--- src/rtl/opb_s2p_pkg.sv ---
// Shared definitions for the fabric-to-PowerPC OPB register.
// Holds register offsets, bit positions, bus FSM states and limits.
package opb_s2p_pkg;

    // Word offsets taken from OPB_ABus[24:29]
    localparam logic [5:0] OFF_DATA    = 6'd0;
    localparam logic [5:0] OFF_STATUS  = 6'd1;
    localparam logic [5:0] OFF_CONTROL = 6'd2;
    localparam logic [5:0] OFF_SEQNUM  = 6'd3;

    localparam int STAT_NEW_BIT    = 0;
    localparam int STAT_OVR_LSB    = 8;
    localparam int CTRL_FREEZE_BIT = 0;
    localparam int CTRL_CLR_BIT    = 1;

    localparam logic [7:0] OVR_MAX = 8'd255;

    typedef enum logic [1:0] {
        IDLE,
        ACK,
        DONE
    } bus_state_t;

endpackage

--- src/rtl/opb_s2p_bus_fsm.sv ---
// OPB slave decode, three-state handshake FSM and read-data gating.
// Exactly one ack per select; Sl_DBus is zero outside the ack cycle.
module opb_s2p_bus_fsm
    import opb_s2p_pkg::*;
#(
    parameter logic [31:0] C_BASEADDR = 32'h0100_3700,
    parameter logic [31:0] C_HIGHADDR = 32'h0100_37FF
) (
    input  logic        clk,
    input  logic        rst,
    input  logic [0:31] abus,
    input  logic [0:31] dbus,
    input  logic        rnw,
    input  logic        select,
    input  logic [31:0] rd_mux,
    output logic [5:0]  addr_off,
    output logic [5:0]  off_q,
    output logic [31:0] wr_data,
    output logic        rd_en,
    output logic        wr_en,
    output logic [31:0] sl_dbus,
    output logic        xfer_ack
);

    bus_state_t  state;
    bus_state_t  next_state;
    logic        hit;
    logic        rnw_q;
    logic [31:0] data_q;
    logic        unused_ok;

    assign hit       = select && (abus >= C_BASEADDR) && (abus <= C_HIGHADDR);
    assign addr_off  = abus[24:29];
    assign unused_ok = ^abus[30:31];

    always_ff @(posedge clk) begin
        if (rst) begin
            state   <= IDLE;
            data_q  <= '0;
            off_q   <= '0;
            rnw_q   <= 1'b0;
            wr_data <= '0;
        end else begin
            state <= next_state;
            if (state == IDLE && hit) begin
                data_q  <= rd_mux;
                off_q   <= addr_off;
                rnw_q   <= rnw;
                wr_data <= dbus;
            end
        end
    end

    always_comb begin
        next_state = state;
        xfer_ack   = 1'b0;
        unique case (state)
            IDLE: if (hit) next_state = ACK;
            ACK: begin
                xfer_ack   = 1'b1;
                next_state = DONE;
            end
            DONE:    next_state = IDLE;
            default: next_state = IDLE;
        endcase
    end

    assign rd_en   = xfer_ack & rnw_q;
    assign wr_en   = xfer_ack & ~rnw_q;
    assign sl_dbus = xfer_ack ? data_q : 32'h0;

endmodule

--- src/rtl/opb_register_simulink2ppc.sv ---
// Fabric-to-PowerPC OPB register: capture, status, overrun and freeze.
// Define OPB_S2P_SEQNUM_EN to add a capture sequence counter at 0x0C.
module opb_register_simulink2ppc
    import opb_s2p_pkg::*;
#(
    parameter logic [31:0] C_BASEADDR   = 32'h0100_3700,
    parameter logic [31:0] C_HIGHADDR   = 32'h0100_37FF,
    parameter int          C_OPB_AWIDTH = 32,
    parameter int          C_OPB_DWIDTH = 32,
    parameter string       C_FAMILY     = "virtex5"
) (
    input  logic        OPB_Clk,
    input  logic        OPB_Rst,
    input  logic [0:31] OPB_ABus,
    input  logic [0:3]  OPB_BE,
    input  logic [0:31] OPB_DBus,
    input  logic        OPB_RNW,
    input  logic        OPB_select,
    input  logic        OPB_seqAddr,
    output logic [0:31] Sl_DBus,
    output logic        Sl_errAck,
    output logic        Sl_retry,
    output logic        Sl_toutSup,
    output logic        Sl_xferAck,
    input  logic [31:0] user_data_in,
    input  logic        user_data_valid
);

    logic [5:0]  addr_off;
    logic [5:0]  off_q;
    logic [31:0] wr_data;
    logic        rd_en;
    logic        wr_en;
    logic [31:0] rd_mux;
    logic [31:0] sl_dbus;
    logic [31:0] seq_val;

    logic [31:0] data_reg;
    logic        new_flag;
    logic [7:0]  ovr_cnt;
    logic        freeze;

    logic        cap;
    logic        data_clr;
    logic        ctrl_wr;
    logic        ovr_clr;
    logic        unused_ok;

    assign unused_ok = ^{OPB_BE, OPB_seqAddr};

    opb_s2p_bus_fsm #(
        .C_BASEADDR (C_BASEADDR),
        .C_HIGHADDR (C_HIGHADDR)
    ) u_bus (
        .clk      (OPB_Clk),
        .rst      (OPB_Rst),
        .abus     (OPB_ABus),
        .dbus     (OPB_DBus),
        .rnw      (OPB_RNW),
        .select   (OPB_select),
        .rd_mux   (rd_mux),
        .addr_off (addr_off),
        .off_q    (off_q),
        .wr_data  (wr_data),
        .rd_en    (rd_en),
        .wr_en    (wr_en),
        .sl_dbus  (sl_dbus),
        .xfer_ack (Sl_xferAck)
    );

    assign Sl_DBus    = sl_dbus;
    assign Sl_errAck  = 1'b0;
    assign Sl_retry   = 1'b0;
    assign Sl_toutSup = 1'b0;

    assign cap      = user_data_valid & ~freeze;
    assign data_clr = rd_en & (off_q == OFF_DATA);
    assign ctrl_wr  = wr_en & (off_q == OFF_CONTROL);
    assign ovr_clr  = ctrl_wr & wr_data[CTRL_CLR_BIT];

    // A capture beats a same-cycle DATA read: flag stays, no overrun
    always_ff @(posedge OPB_Clk) begin
        if (OPB_Rst) begin
            data_reg <= '0;
            new_flag <= 1'b0;
            ovr_cnt  <= '0;
            freeze   <= 1'b0;
        end else begin
            if (cap) data_reg <= user_data_in;
            if (cap)           new_flag <= 1'b1;
            else if (data_clr) new_flag <= 1'b0;
            if (ovr_clr)
                ovr_cnt <= '0;
            else if (cap && new_flag && !data_clr && ovr_cnt != OVR_MAX)
                ovr_cnt <= ovr_cnt + 8'd1;
            if (ctrl_wr) freeze <= wr_data[CTRL_FREEZE_BIT];
        end
    end

`ifdef OPB_S2P_SEQNUM_EN
    logic [31:0] seq_cnt;

    always_ff @(posedge OPB_Clk) begin
        if (OPB_Rst) seq_cnt <= '0;
        else if (cap) seq_cnt <= seq_cnt + 32'd1;
    end

    assign seq_val = seq_cnt;
`else
    assign seq_val = 32'h0;
`endif

    always_comb begin
        rd_mux = 32'h0;
        unique case (1'b1)
            (addr_off == OFF_DATA): rd_mux = data_reg;
            (addr_off == OFF_STATUS): begin
                rd_mux[STAT_NEW_BIT]                  = new_flag;
                rd_mux[STAT_OVR_LSB +: 8]             = ovr_cnt;
            end
            (addr_off == OFF_CONTROL): rd_mux[CTRL_FREEZE_BIT] = freeze;
            (addr_off == OFF_SEQNUM):  rd_mux = seq_val;
            default: rd_mux = 32'h0;
        endcase
    end

endmodule

--- config.mk ---
export PLATFORM = sky130hd
export DESIGN_NAME = opb_register_simulink2ppc
export DESIGN_NICKNAME = d
export VERILOG_FILES = /design/src/rtl/opb_s2p_pkg.sv /design/src/rtl/opb_s2p_bus_fsm.sv /design/src/rtl/opb_register_simulink2ppc.sv
export SDC_FILE = /design/constraint.sdc
export NUM_CORES = 1
export LEC_CHECK = 0
export ABC_AREA = 1
export CAP_MARGIN = 5
export CORE_ASPECT_RATIO = 1.2
export CORE_MARGIN = 2
export CORE_UTILIZATION = 41
export CTS_CLUSTER_DIAMETER = 50
export DETAILED_ROUTE_END_ITERATION = 12
export GPL_TIMING_DRIVEN = 0
export PLACE_DENSITY = 0.77
export SLEW_MARGIN = 20
export SYNTH_ARGS = -nofsm -noshare
export SYNTH_HDL_FRONTEND = slang
export SYNTH_SLANG_ARGS = --single-unit
--- constraint.sdc ---
create_clock -name OPB_Clk -period 1.35 [get_ports OPB_Clk]
set_input_delay 0.135 -clock OPB_Clk [delete_from_list [all_inputs] [get_ports OPB_Clk]]
set_output_delay 0.135 -clock OPB_Clk [all_outputs]
set_load 0.05 [all_outputs]
# Yosys cells after proc, flatten, opt, wreduce, memory -nomap -nowiden
# Cells that the tools add are included.
[totals]
ff_bits = 85
mem_bits_ro = 0
mem_bits_rw = 0
word_cells = 48
mem_count = 0
out_inout_bits = 36
latch_bits = 0
in_bits = 106
[op_classes]
n_mux = 10
n_shift = 0
order_cmp = 2
n_bitwise = 8
n_div = 0
reduce_logical = 12
n_addsub = 1
eq_ne = 6
n_mul = 0
[ops]
columns = ["cell", "n"]
rows = [
  ["32-bit by 25-bit >= comparator with 1-bit output, second input constant", 1],
  ["32-bit by 25-bit <= comparator with 1-bit output, second input constant", 1],
  ["32-bit 2-to-1 mux", 1],
  ["16-bit 2-to-1 mux", 1],
  ["8-bit one-hot mux with 2 select lines", 1],
  ["6-bit by 2-bit == test with 1-bit output, second input constant", 2],
  ["6-bit logical NOT", 2],
  ["8-bit by 1-bit adder with 8-bit output, second input constant", 1],
  ["8-bit != test, second input constant", 1],
  ["7-bit 2-to-1 mux", 1],
  ["1-bit bitwise AND", 6],
  ["6-bit by 1-bit == test with 1-bit output, second input constant", 1],
  ["1-bit logical AND", 6],
  ["2-bit one-hot mux with 2 select lines", 1],
  ["1-bit 2-to-1 mux", 3],
  ["1-bit one-hot mux with 3 select lines", 1],
  ["2-bit by 1-bit == test with 1-bit output, second input constant", 1],
  ["2-bit logical NOT", 1],
  ["2-bit 2-to-1 mux", 1],
  ["2-bit by 1-bit != test with 1-bit output, second input constant", 1],
  ["1-bit inverter", 2],
  ["2-bit nonzero test", 1],
  ["2-bit OR reduction", 1],
  ["1-bit logical NOT", 1],
]

# Longest topological paths before layout
[depth]
ltp_word = 7
ltp_mapped = 9
mapped_depth_nobuf = 8

# By module
# Synthesis repeated with hierarchy kept, for this count alone.
[unflattened]
cells_unflattened = 834
area_unflattened_um2 = 5948.2
[modules_own_cells]
columns = ["mod", "instances", "area_each_um2", "cells_each", "seq_area_each_um2"]
rows = [
  ["opb_s2p_bus_fsm", 1, 3926.3, 545, 1461.4],
  ["opb_register_simulink2ppc", 1, 2021.9, 289, 840.8],
]

# Worst setup path after synthesis
# No wires, ideal clock.
[synth_path]
path_kind = "flip-flop to output port"
startpoint = "register u_bus.state[1]"
endpoint = "output Sl_DBus[10] (netlist bit)"
setup_slack_ps = -118
t_arrival_ps = 1333
n_path_buf = 1
stages_incl_launch_ff = 5
cell_sequence = "dfxtp_1 -> inv_1 -> nand2_1 -> clkbuf_1 -> nor2_1"
[synth_between]
elab_chain_cells = 3
[synth_lines]
columns = ["element", "line", "source"]
rows = [
  ["from (decl)", "opb_s2p_bus_fsm.sv:25", "bus_state_t state;"],
  ["from (signal assigned)", "opb_s2p_bus_fsm.sv:44", "state <= next_state;"],
  ["2-bit by 1-bit == test with 1-bit output", "opb_s2p_bus_fsm.sv:57", "unique case (state)"],
  ["1-bit 2-to-1 mux", "opb_s2p_bus_fsm.sv:57", ""],
  ["32-bit 2-to-1 mux", "opb_s2p_bus_fsm.sv:70", "assign sl_dbus = xfer_ack ? data_q : 32'h0;"],
  ["to (decl)", "opb_register_simulink2ppc.sv:20", "output logic [0:31] Sl_DBus,"],
]
# Every way passes these cells.

# Worst setup path in the final report
[layout_path]
startpoint = "register u_bus.state[1]"
endpoint = "output Sl_DBus[14] (netlist bit)"
# The elaborated chain is that of the path after synthesis.

==> results.yml <==
global_route:
  grt_pass1_wl_mm: 20.20
  grtUsageMet2: 0.4395
  track_usage: 0.2398
  grt_use_met3: 0.04698
  grt_busiest_layer: "met2"
  grt_max_degree: 15
  grt_pass1_vias: 4499
  antenna_found_initial: 0
  grt_overflow: 0
  gr-usage-met1: 0.2503
die:
  die_h_um: 112.6
  die_x_um: 94.52
  rows: 39
  start_util: 0.4215
  io_pins: 142
  coreArea_mm2: 0.009564
  die_area_mm2: 0.01065
finish:
  nets: 841
  drive_above_1_share: 0.2612
  stdcell_count: 862
  area_delta_synth_final_pct: 55.90
  num_antenna_cells: 0
  fill_cells: 736
  post-route-util: 0.6571
sta:
  rsz0062_at_grt: "true"
  slew_violations: 0
  relSlewSlack: 0.6237
  tightest_slew_ps: 564.5
  setup_slack_ps: -128.6
  finalSetupTns_ps: -5185
  fmax_mhz: 676.3
  skew_ps: 6.237
  hold_viol_final: 0
  finalSetupViolCount: 72
  finalCritPeriodShare: 1.095
  min_period_ps: 1479
clocking:
  cts_tree: "built"
  cts_root_buf: "clkbuf_16"
  cts_buffers: 9
  cts_max_path_buffers: 2
  clock_latency_ps: 340
  cts.clk_slew.worst_paths_ps: 60
  cts.sinks: 85
  cts_max_level: 3
logic_synthesis:
  syn_inst: 601
  ys_ff_latch: 85
  synth_cell_types: 30
  synthesis.area_mm2: 0.004031
  yosysWarningCount: 0
  seq_area_frac_synth: 0.4221
  avgSynthCellArea_um2: 6.708
  synth_edf_count: 0
  ys.flop_type: "dfxtp_1"
  synth-async-reset-ratio: 0
setup_path:
  critPathTopFamily: "buffers and inverters"
  crit_required_ps: 1220
  critPathArrivalTime_ps: 1340
  slowest_delay_ps: 340
  cp-start-kind: "register"
  slowest_stage: "dfxtp_2"
  crit_buf_inv: 3
  worstSetupPathDepth: 5
  rr_worst_depth: 10
  crit_type: "register to output pin"
  endpoint_kind: "output pin"
  path_max_fanout: 7
  crit_chain: "inv_4, nand2_8, clkbuf_16, nor2_4, buf_8"
outcome:
  status: "finished, violations left"
  violations: "negative setup slack"
hold_path:
  hold_path_class: "input port to register"
  worstHoldPathCells: 4
pwr:
  total_power_mw: 5.624
  ir_worst_vdd_mv: 0.7387
  p_leak_nw: 2.410
  power_density_mw_per_mm2: 894.9
flow_run:
  cap_violations: 0
detailed_routing:
  first_pass_iters: 4
  num_vias: 4308
  postRouteAntennaNets: 0
  drt-initial-drc-count: 260
  drc: 0
  vias_per_cell: 4.998
  wire_per_inst_um: 14.84
  drt-total-wl_mm: 12.79
placed_design:
  place_congestion: 0.8143
  hpwl_mm: 7.799
  portBuffers: 100
  place_inst: 826
  post-place-ws_ps: -744.5
cells in the final DEF, fill, tap and decap left out, types with 2 or more instances in the layout:
master,instances
nand4_1,6
o21bai_1,4
inv_4,2
clkbuf_4,3
nor2_1,121
buf_4,19
nand2_2,5
conb_1,3
dfxtp_4,3
buf_8,13
nand2_1,106
nor2_4,34
inv_1,61
dfxtp_1,81
clkbuf_16,14
o21ai_0,40
buf_6,27
clkbuf_1,11
nand3_4,4
inv_2,4
a21oi_1,25
o21ai_2,19
clkdlybuf4s50_1,67
clkinv_4,2
nand3_1,14
clkbuf_2,3
nand2_4,4
nor2_2,23
o21ai_1,4
clkbuf_8,2
cells in the mapped netlist, types with 2 or more instances:
cell      instances  share of area
buf_6             3         0.0084
inv_1            65          0.061
o21ai_2          18          0.039
nand4_1           6         0.0093
nand2_1         113           0.11
nor2_1          171           0.16
nand3_1          16          0.020
o21ai_0          41          0.051
buf_4             9          0.017
o21bai_1          4         0.0074
a21oi_1          26          0.032
clkbuf_1         16          0.015
nor2_4            2         0.0056
o21ai_1           4         0.0050
nor2_2            4         0.0062
dfxtp_1          85           0.42
nand3_2           2         0.0050
buf_2             3         0.0037
inv_2             2         0.0019
layer usage:
metal | share of wire | routed length, um
met5 | 0 | 0
met2 | 0.53 | 6767
met3 | 0.067 | 863
met1 | 0.37 | 4705
met4 | 0.035 | 453
stage by stage:
step	hold WS, ps	instance area, um2
2_1_floorplan	269.9	4044
3_3_place_gp	442.4	5199
3_5_place_dp	445.9	5199
4_1_cts	135.3	6081
5_1_grt	182.9	6285
6_report	145.6	6285
repair_timing:
| item | in CTS | in global routing |
|---|---|---|
| pin swaps | 9 | 13 |
| cloned | 6 | 0 |
| hold buffers | 0 | 0 |
| setup endpoints to repair | 91 | 96 |
| gates resized for setup | 343 | 44 |
| buffers inserted | 5 | 9 |
kinds of logic (layout without fill, tap and decap cells):
logic type,count (synthesis),count (layout),share of synthesized area
AND/OR/NAND/NOR,321,323,0.3290
buffers and inverters,98,232,0.1061
AO/OA/AOI/OAI,94,94,0.1366
flip-flops,85,85,0.4221
adder cells (fa/ha/maj),1,1,0.003103
other,1,3,0.0009302
XOR/XNOR,1,1,0.002173
final timing paths:
path	from	to	slack, ps
hold / removal	OPB_Rst	u_bus.data_q[19]	150
hold reg to reg	data_reg[15]	data_reg[15]	450
setup / recovery	u_bus.state[1]	Sl_DBus[14]	-130
setup reg to reg	u_bus.state[0]	u_bus.data_q[12]	-120
power breakdown:
part	internal, mW	total (mW)	switching, mW
combinational	0.256	0.499	0.243
clock	1.49	2.52	1.03
sequential	2.57	2.61	0.0349
layout make-up:
| cell class | instances | area, um2 | area share |
|---|---|---|---|
| multi-input combinational | 422 | 2311 | 0.3677 |
| sequential | 85 | 1714 | 0.2727 |
| timing repair buffer | 118 | 1269 | 0.2019 |
| buffer | 31 | 277.8 | 0.04420 |
| inverter | 67 | 256.5 | 0.04081 |
| clock buffer | 11 | 242.7 | 0.03862 |
| tap | 123 | 153.9 | 0.02449 |
| clock inverter | 5 | 60.06 | 0.009556 |
worst reg2reg max path: stages, from the launching register on:
cell	delay, ps
dfxtp_4	380
nor2_2	90
nand2_1	70
nor2_2	140
nand2_4	100
nor2_8	170
buf_12	140
buf_8	110
nand2_2	50
nand2_1	70
nor2_1	50
Power figures use the tool's default switching activity.
